`src/rtl/lcd_driver.sv`:
```
// HD44780-style character LCD driver: runs the power-on init sequence, then
// serialises queued command/data bytes onto the panel with E-pulse timing.
module lcd_driver #(
    parameter int INIT_WAIT  = 20000,
    parameter int E_PULSE    = 8,
    parameter int CMD_WAIT   = 2000,
    parameter int CLEAR_WAIT = 80000,
    parameter int FIFO_DEPTH = 4
) (
    input  logic        clk,
    input  logic        rst,
    input  logic [7:0]  data,
    input  logic        isCmd,
    input  logic        we,
    output logic        ready,
    output logic        busy,
    output logic [10:0] lcdPins
);

    typedef enum logic [2:0] {
        INIT_DLY,
        INIT_SEND,
        IDLE,
        SETUP,
        PULSE,
        HOLD,
        WAIT
    } state_t;

    localparam int AW    = $clog2(FIFO_DEPTH);
    localparam int MAX_A = (INIT_WAIT > CLEAR_WAIT) ? INIT_WAIT : CLEAR_WAIT;
    localparam int MAX_B = (CMD_WAIT > E_PULSE) ? CMD_WAIT : E_PULSE;
    localparam int MAXC  = (MAX_A > MAX_B) ? MAX_A : MAX_B;
    localparam int CW    = $clog2(MAXC + 1);

    localparam logic [CW-1:0] INIT_LAST  = CW'(INIT_WAIT - 1);
    localparam logic [CW-1:0] PULSE_LAST = CW'(E_PULSE - 1);
    localparam logic [CW-1:0] CMD_LAST   = CW'(CMD_WAIT - 1);
    localparam logic [CW-1:0] CLEAR_LAST = CW'(CLEAR_WAIT - 1);

    state_t          state;
    logic [CW-1:0]   cnt;
    logic [2:0]      init_idx;
    logic            long_wait;
    logic            rs;
    logic            e;
    logic [7:0]      d;

    logic [8:0]      mem [FIFO_DEPTH];
    logic [AW:0]     wr_ptr;
    logic [AW:0]     rd_ptr;
    logic            full;
    logic            empty;
    logic            push;
    logic            pop;
    logic [8:0]      head;

    function automatic logic [7:0] init_cmd(input logic [2:0] idx);
        case (idx)
            3'd0:    init_cmd = 8'h38;
            3'd1:    init_cmd = 8'h0C;
            3'd2:    init_cmd = 8'h06;
            default: init_cmd = 8'h01;
        endcase
    endfunction

    // Clear and return-home need the much longer execution delay.
    function automatic logic needs_long(input logic cmd, input logic [7:0] b);
        needs_long = cmd && ((b == 8'h01) || (b == 8'h02));
    endfunction

    assign empty = (wr_ptr == rd_ptr);
    assign full  = (wr_ptr[AW] != rd_ptr[AW]) && (wr_ptr[AW-1:0] == rd_ptr[AW-1:0]);
    assign push  = we && !full;
    assign pop   = (state == IDLE) && !empty;
    assign head  = mem[rd_ptr[AW-1:0]];

    assign ready   = !full;
    assign busy    = !((state == IDLE) && empty);
    assign lcdPins = {rs, 1'b0, e, d};

    always_ff @(posedge clk) begin
        if (push) begin
            mem[wr_ptr[AW-1:0]] <= {isCmd, data};
        end
    end

    always_ff @(posedge clk or posedge rst) begin
        if (rst) begin
            wr_ptr <= '0;
            rd_ptr <= '0;
        end else begin
            if (push) begin
                wr_ptr <= wr_ptr + 1'b1;
            end
            if (pop) begin
                rd_ptr <= rd_ptr + 1'b1;
            end
        end
    end

    // One counter is shared by the init delay, E pulse and post-transfer wait.
    always_ff @(posedge clk or posedge rst) begin
        if (rst) begin
            state     <= INIT_DLY;
            cnt       <= '0;
            init_idx  <= '0;
            long_wait <= 1'b0;
            rs        <= 1'b0;
            e         <= 1'b0;
            d         <= '0;
        end else begin
            case (state)
                INIT_DLY: begin
                    if (cnt == INIT_LAST) begin
                        cnt   <= '0;
                        state <= INIT_SEND;
                    end else begin
                        cnt <= cnt + 1'b1;
                    end
                end
                INIT_SEND: begin
                    rs        <= 1'b0;
                    d         <= init_cmd(init_idx);
                    long_wait <= needs_long(1'b1, init_cmd(init_idx));
                    init_idx  <= init_idx + 1'b1;
                    state     <= SETUP;
                end
                IDLE: begin
                    if (!empty) begin
                        rs        <= !head[8];
                        d         <= head[7:0];
                        long_wait <= needs_long(head[8], head[7:0]);
                        state     <= SETUP;
                    end
                end
                SETUP: begin
                    e     <= 1'b1;
                    cnt   <= '0;
                    state <= PULSE;
                end
                PULSE: begin
                    if (cnt == PULSE_LAST) begin
                        e     <= 1'b0;
                        cnt   <= '0;
                        state <= HOLD;
                    end else begin
                        cnt <= cnt + 1'b1;
                    end
                end
                HOLD: begin
                    cnt   <= '0;
                    state <= WAIT;
                end
                WAIT: begin
                    // init_idx reaches 4 only once the last init command is loaded
                    if ((long_wait && (cnt == CLEAR_LAST)) || (!long_wait && (cnt == CMD_LAST))) begin
                        cnt   <= '0;
                        state <= (init_idx != 3'd4) ? INIT_SEND : IDLE;
                    end else begin
                        cnt <= cnt + 1'b1;
                    end
                end
                default: begin
                    state <= INIT_DLY;
                end
            endcase
        end
    end

endmodule

```
`config.mk`:
```
export PLATFORM = sky130hd
export DESIGN_NAME = lcd_driver
export DESIGN_NICKNAME = d
export VERILOG_FILES = /design/src/rtl/lcd_driver.sv
export SDC_FILE = /design/constraint.sdc
export NUM_CORES = 1
export LEC_CHECK = 0
export BUFFER_PORTS_ARGS = -buffer_cell sky130_fd_sc_hd__buf_2
export CORE_MARGIN = 4
export CORE_UTILIZATION = 25
export DETAILED_ROUTE_END_ITERATION = 8
export PLACE_DENSITY = 0.49
export SYNTH_ARGS = -nofsm -noshare
export SYNTH_HDL_FRONTEND = slang
export SYNTH_SLANG_ARGS = --single-unit
```
`constraint.sdc`:
```
create_clock -name clk -period 4.1 [get_ports clk]
set_input_delay 0.41 -clock clk [delete_from_list [all_inputs] [get_ports clk]]
set_output_delay 0.41 -clock clk [all_outputs]
set_load 0.02 [all_outputs]
```
# Yosys cells after proc, flatten, opt, wreduce, memory -nomap -nowiden
# Memory sizes are Yosys's and may differ from the RTL's.
# Index checks and enable logic that the tools add are counted.
[classes] n_mux=22 add_sub_neg=4 reduce_logical=24 n_eq_ne=24
[op_table] cell="$pmux 17 s4" n=1
[op_table] cell="$mux 17" n=3
[op_table] cell="$pmux 3 s7" n=1
[op_table] cell="$pmux 6 s3" n=1
[op_table] cell="$add 17x1->17 const B" n=1
[op_table] cell="$eq 17x11->1 const B" n=1
[op_table] cell="$eq 17x15->1 const B" n=1
[op_table] cell="$eq 17x17->1 const B" n=1
[op_table] cell="$eq 17x3->1 const B" n=1
[op_table] cell="$eq 8x1->1 const B" n=2
[op_table] cell="$eq 8x2->1 const B" n=2
[op_table] cell="$mux 8" n=2
[op_table] cell="$pmux 8 s2" n=1
[op_table] cell="$mux 3" n=4
[op_table] cell="$add 3x1->3 const B" n=3
[op_table] cell="$eq 3x2->1 const B" n=3
[op_table] cell="$eq 3x3->1 const B" n=3
[op_table] cell="$ne 2x2->1 const B" n=4
[op_table] cell="$logic_and 1x1->1" n=7
[op_table] cell="$eq 3x1->1 const B" n=2
[op_table] cell="$logic_not 3->1" n=2
[op_table] cell="$pmux 1 s2" n=3
[op_table] cell="$logic_not 1->1" n=5
[op_table] cell="$mux 1" n=5
[op_table] cell="other kinds (11)" n=15
[word_totals] n_memories=1 input_bits=12 ff_bits=40 out_inout_bits=13 ram_bits=36
[mem_list] name="mem" depth=4 width=9 read_ports=1 rd_ports_with_merged_regs=0 write_ports=1 line="49" text="logic [8:0] mem [FIFO_DEPTH];"

# Depth between registers and ports, before layout
[logic_depth] ltp_word=6 depth_mapped=7 ltp_nobuf=7

# Worst setup path before layout
# OpenSTA, ideal clock, no wires.
[synth_path] path_kind="flip-flop to flip-flop" from="register cnt[5]" to="register cnt[10]" n_path_buf=0 required_time_ps=3973 path_stages_with_launch=7 setup_time_ps=127 arrival_ps=1891 slack_ps=2082 path_cell_list="dfrtp_1 > or4_4 > nor4_2 > o21ai_1 > a21o_1 > a21oi_4 > nor2_1"
[synth_via] elab_chain_len=5 elab_cells_between_ends=12 cone_classes="add/sub: 1; eq/ne: 4; mux: 4; reduce/logical: 3"
[synth_lines] item="start, declared" line="42" text="logic [CW-1:0] cnt;"
[synth_lines] item="start signal, assigned" line="119" text="cnt <= cnt + 1'b1;"
[synth_lines] item="start signal, assigned" line="148" text="cnt <= cnt + 1'b1;"
[synth_lines] item="start signal, assigned" line="161" text="cnt <= cnt + 1'b1;"
[synth_lines] item="branches (longest 4 deep; another with $add 17x1->17)"
[synth_lines] item="$pmux 17 s4 *" line="113" text="case (state)"
# Mark *: on every way between the ends.
# A chain may end at the register's enable or synchronous reset.

# Worst setup path after layout
[layout_path] from="register state[1]" to="output port busy"
[layout_via] elab_chain_len=3
[layout_lines] item="start, declared" line="41" text="state_t state;"
[layout_lines] item="start signal, assigned" line="159" text="state <= (init_idx != 3'd4) ? INIT_SEND : IDLE;"
[layout_lines] item="$eq 3x2->1" line="79" text="assign busy = !((state == IDLE) && empty);"
[layout_lines] item="$logic_and 1x1->1" line="79"
[layout_lines] item="$logic_not 1->1" line="79"
[layout_lines] item="end, declared" line="16" text="output logic busy,"
# No other way between the ends.

==> summary.txt <==
Run status
  – Status: finished clean

Global route
  – Largest net degree at the start of global routing: 41
  – Gr usage total: 9.78%
  – Vias in the first global route: 2432
  – Initial antenna violation count: 0
  – First-pass GRT wire length: 12.7 mm
  – Grt ovf: 0

Synth
  – Synth Register Bits: 76
  – Number of warnings issued by yosys: 0
  – EDFF count, synth: 36
  – Syn_nets: 323
  – Mean Syn Cell Area: 12.1 um2
  – Post-Syn Area: 3660 um2
  – Ys flop type: dfrtp_1
  – Synth Instances: 301
  – Largest cells by area after synthesis: edfxtp_1 (30%), dfrtp_1 (27%), mux4_2 (5.5%), ha_1 (3.4%), nor2_1 (3.2%)
  – Cell taking the most area after synthesis: edfxtp_1
  – Sequential cell area fraction in the yosys report: 56.9%
  – Distinct cells, synth: 53
  – Post-synth top area share: 29.6%
  – Asr flop ratio synth: 52.6%

Clock tree
  – Clk buf depth: 2
  – CTS Root Cell: clkbuf_16
  – TritonCTS clock tree: done
  – Post-CTS Setup Bufs: 0
  – Sink Count: 76
  – Clock Latency Late Sink: 330 ps
  – CTS buffer count: 9
  – Clock-pin slew on the worst setup and hold paths: 60 ps
  – H-tree levels: 3
  – CTS resizes: 0
  – Hold buffer count at cts: 0

Drt
  – Drt first pass iters: 4
  – Routed WL per cell: 14.7 um
  – DRC Markers: 0
  – Via count: 2296
  – DR iter-0 viols: 87
  – Routed vias/inst: 4.50
  – Total wire length: 7.48 mm
  – Post-DRT Antenna Nets: 0

Floorplanning
  – Full die area: 16600 um2
  – Initial Util: 25.9%
  – Width of the die: 129 um
  – Row count: 43
  – Core Region: 14100 um2
  – Die height: 129 um
  – I/O pin cnt: 25

STA
  – Fin crit period: 2640 ps
  – Setup TNS: 0 ps
  – Clock skew: 3.02 ps
  – RSZ-0062 raised after global routing: no
  – Final worst slack: 1460 ps
  – Fin Hold WS: 198 ps
  – Endpoints failing setup: 0
  – FMAX: 379 MHz
  – Worst-margin pin slew: 816 ps
  – Fin crit share: 64.3%
  – Relative slew slack: 45.5%
  – Hold Fails Final Rpt: 0
  – Final Max Tran Viols: 0

Pwr
  – Worst IR Drop VDD: 0.000321 V
  – Total power: 1.88 mW
  – Leakage power: 1.67 nW
  – Pwr dens: 442 nW/um2

Placement
  – PortBufs: 23
  – Cells after DPL: 494
  – Pre-CTS WS: 1690 ps
  – Placed Area: 3960 um2
  – GPL Wtd Cong: 0.787
  – DP Wirelength: 5.22 mm

Setup path
  – Critical R2R Capture: rd_ptr[1]
  – Cell breakdown of the critical path: nor2b_1 -> nor2b_1 -> nand2_1 -> buf_2
  – Startpoint Class: register
  – Reg-to-reg slack, setup: 1700 ps
  – Most common cell on crit path: nor2b_1
  – CP max-delay cell: nor2b_1
  – Worst R2R Path Depth: 4
  – Setup CP Type: register to primary output
  – Critical Path RT: 3690 ps
  – Crit path buf inv count: 1
  – Crit path max-delay family: simple AND/OR/NAND/NOR gates
  – CP Max Fanout: 14
  – Worst setup EP type: primary output
  – Slowest stage delay, CP: 690 ps
  – CP Data Arrival Time: 2230 ps
  – FF-to-FF Start: state[1]

Hold path
  – Worst Hold Class: input port to asynchronous set/reset pin

Final layout
  – Area Growth Syn to Fin: 16.1%
  – Layout cells sized above 1: 19.1%
  – Final Util: 30.1%
  – Nets@finish: 347
  – Post-Layout Cell Count: 510
  – Final instance area: 4240 um2
  – # diodes: 0

Flow run
  – Max-cap violations: 0
## kinds of logic (layout without fill, tap and decap cells)
group	count (synthesis)	count (layout)	synth area share, %
AND/OR/NAND/NOR	104	104	15.7
adder cells (fa/ha/maj)	10	10	3.42
other	1	1	0.103
multiplexers	13	13	6.74
AO/OA/AOI/OAI	50	50	9.07
buffers and inverters	26	55	3.01
XOR/XNOR	21	21	5.03
flip-flops	76	76	56.9
## flip-flops by register name, indices dropped and copies added, names as in the netlist
signal and flops:
cnt 17, rs 1, rd_ptr 3, init_idx 3, wr_ptr 3, state 3
long_wait 1, d 8, e 1, mem 36
## routing by layer
metal | wire [um] | share of wire (%) | GRT usage, % | up-vias
met4 | 84 | 1.1 | 2.53 | 0
met3 | 270 | 3.6 | 3.03 | 8
met5 | 0 | 0 | 0 | -
li1 | - | - | - | 1143
met2 | 3650 | 49 | 16.1 | 37
met1 | 3480 | 46 | 12.5 | 1108
## how the worst max path moves through the flow
| stage | startpoint | endpoint | depth (start not counted) | slack [ps] |
|---|---|---|---|---|
| 2_1_floorplan | cnt[5] | cnt[10] | 6 | 2080 |
| 3_3_place_gp | state[1] | rd_ptr[1] | 4 | 1690 |
| 3_5_place_dp | state[1] | rd_ptr[1] | 4 | 1690 |
| 4_1_cts | state[1] | busy | 4 | 1380 |
| 5_1_grt | state[1] | busy | 4 | 1180 |
| 6_report | state[1] | busy | 4 | 1460 |
## area by class of cell
cell class                      instances  area [um2]
Fill cell                            1459        9850
Sequential cell                        76        2080
Multi-Input combinational cell        199        1460
Clock buffer                           12         236
Tap cell                              180         225
Timing Repair Buffer                   26         138
Clock inverter                          4        50.0
Inverter                               13        48.8
## power by group
| group | internal [mW] | total, mW | switching, mW |
|---|---|---|---|
| Combinational | 0.0643 | 0.190 | 0.125 |
| Clock | 0.471 | 0.765 | 0.294 |
| Sequential | 0.894 | 0.923 | 0.0292 |
## synthesized netlist by cell type, types with 2 or more instances
cell type,count
o21ai_0,7
inv_1,13
a31oi_1,5
or4_4,2
nor4_2,3
nor3_1,5
nand3_1,7
xnor2_1,9
a21bo_2,2
a21oi_1,17
ha_1,10
nand3b_1,2
nand4_1,6
nor2_1,31
mux4_2,9
nor2b_1,4
nand2_1,18
and2_1,4
dfrtp_1,40
nand4b_1,2
clkbuf_1,9
or3_1,4
o22ai_1,3
mux2_2,3
a22o_1,3
and3_1,7
nor4_1,2
edfxtp_1,36
buf_4,3
xor2_1,12
## worst min-delay path: stages
cell and delay [ps]:
buf_2 100, clkinv_1 30, buf_4 440
## placed cells by master (no fill, tap or decap), types with 10 or more instances in the layout
master | netlist | final
a21oi_1 | 17 | 17
buf_2 | 1 | 23
dfrtp_1 | 40 | 40
edfxtp_1 | 36 | 36
ha_1 | 10 | 10
inv_1 | 13 | 12
nand2_1 | 18 | 18
nor2_1 | 31 | 31
xor2_1 | 12 | 12
(Power assumes the default switching activity.)
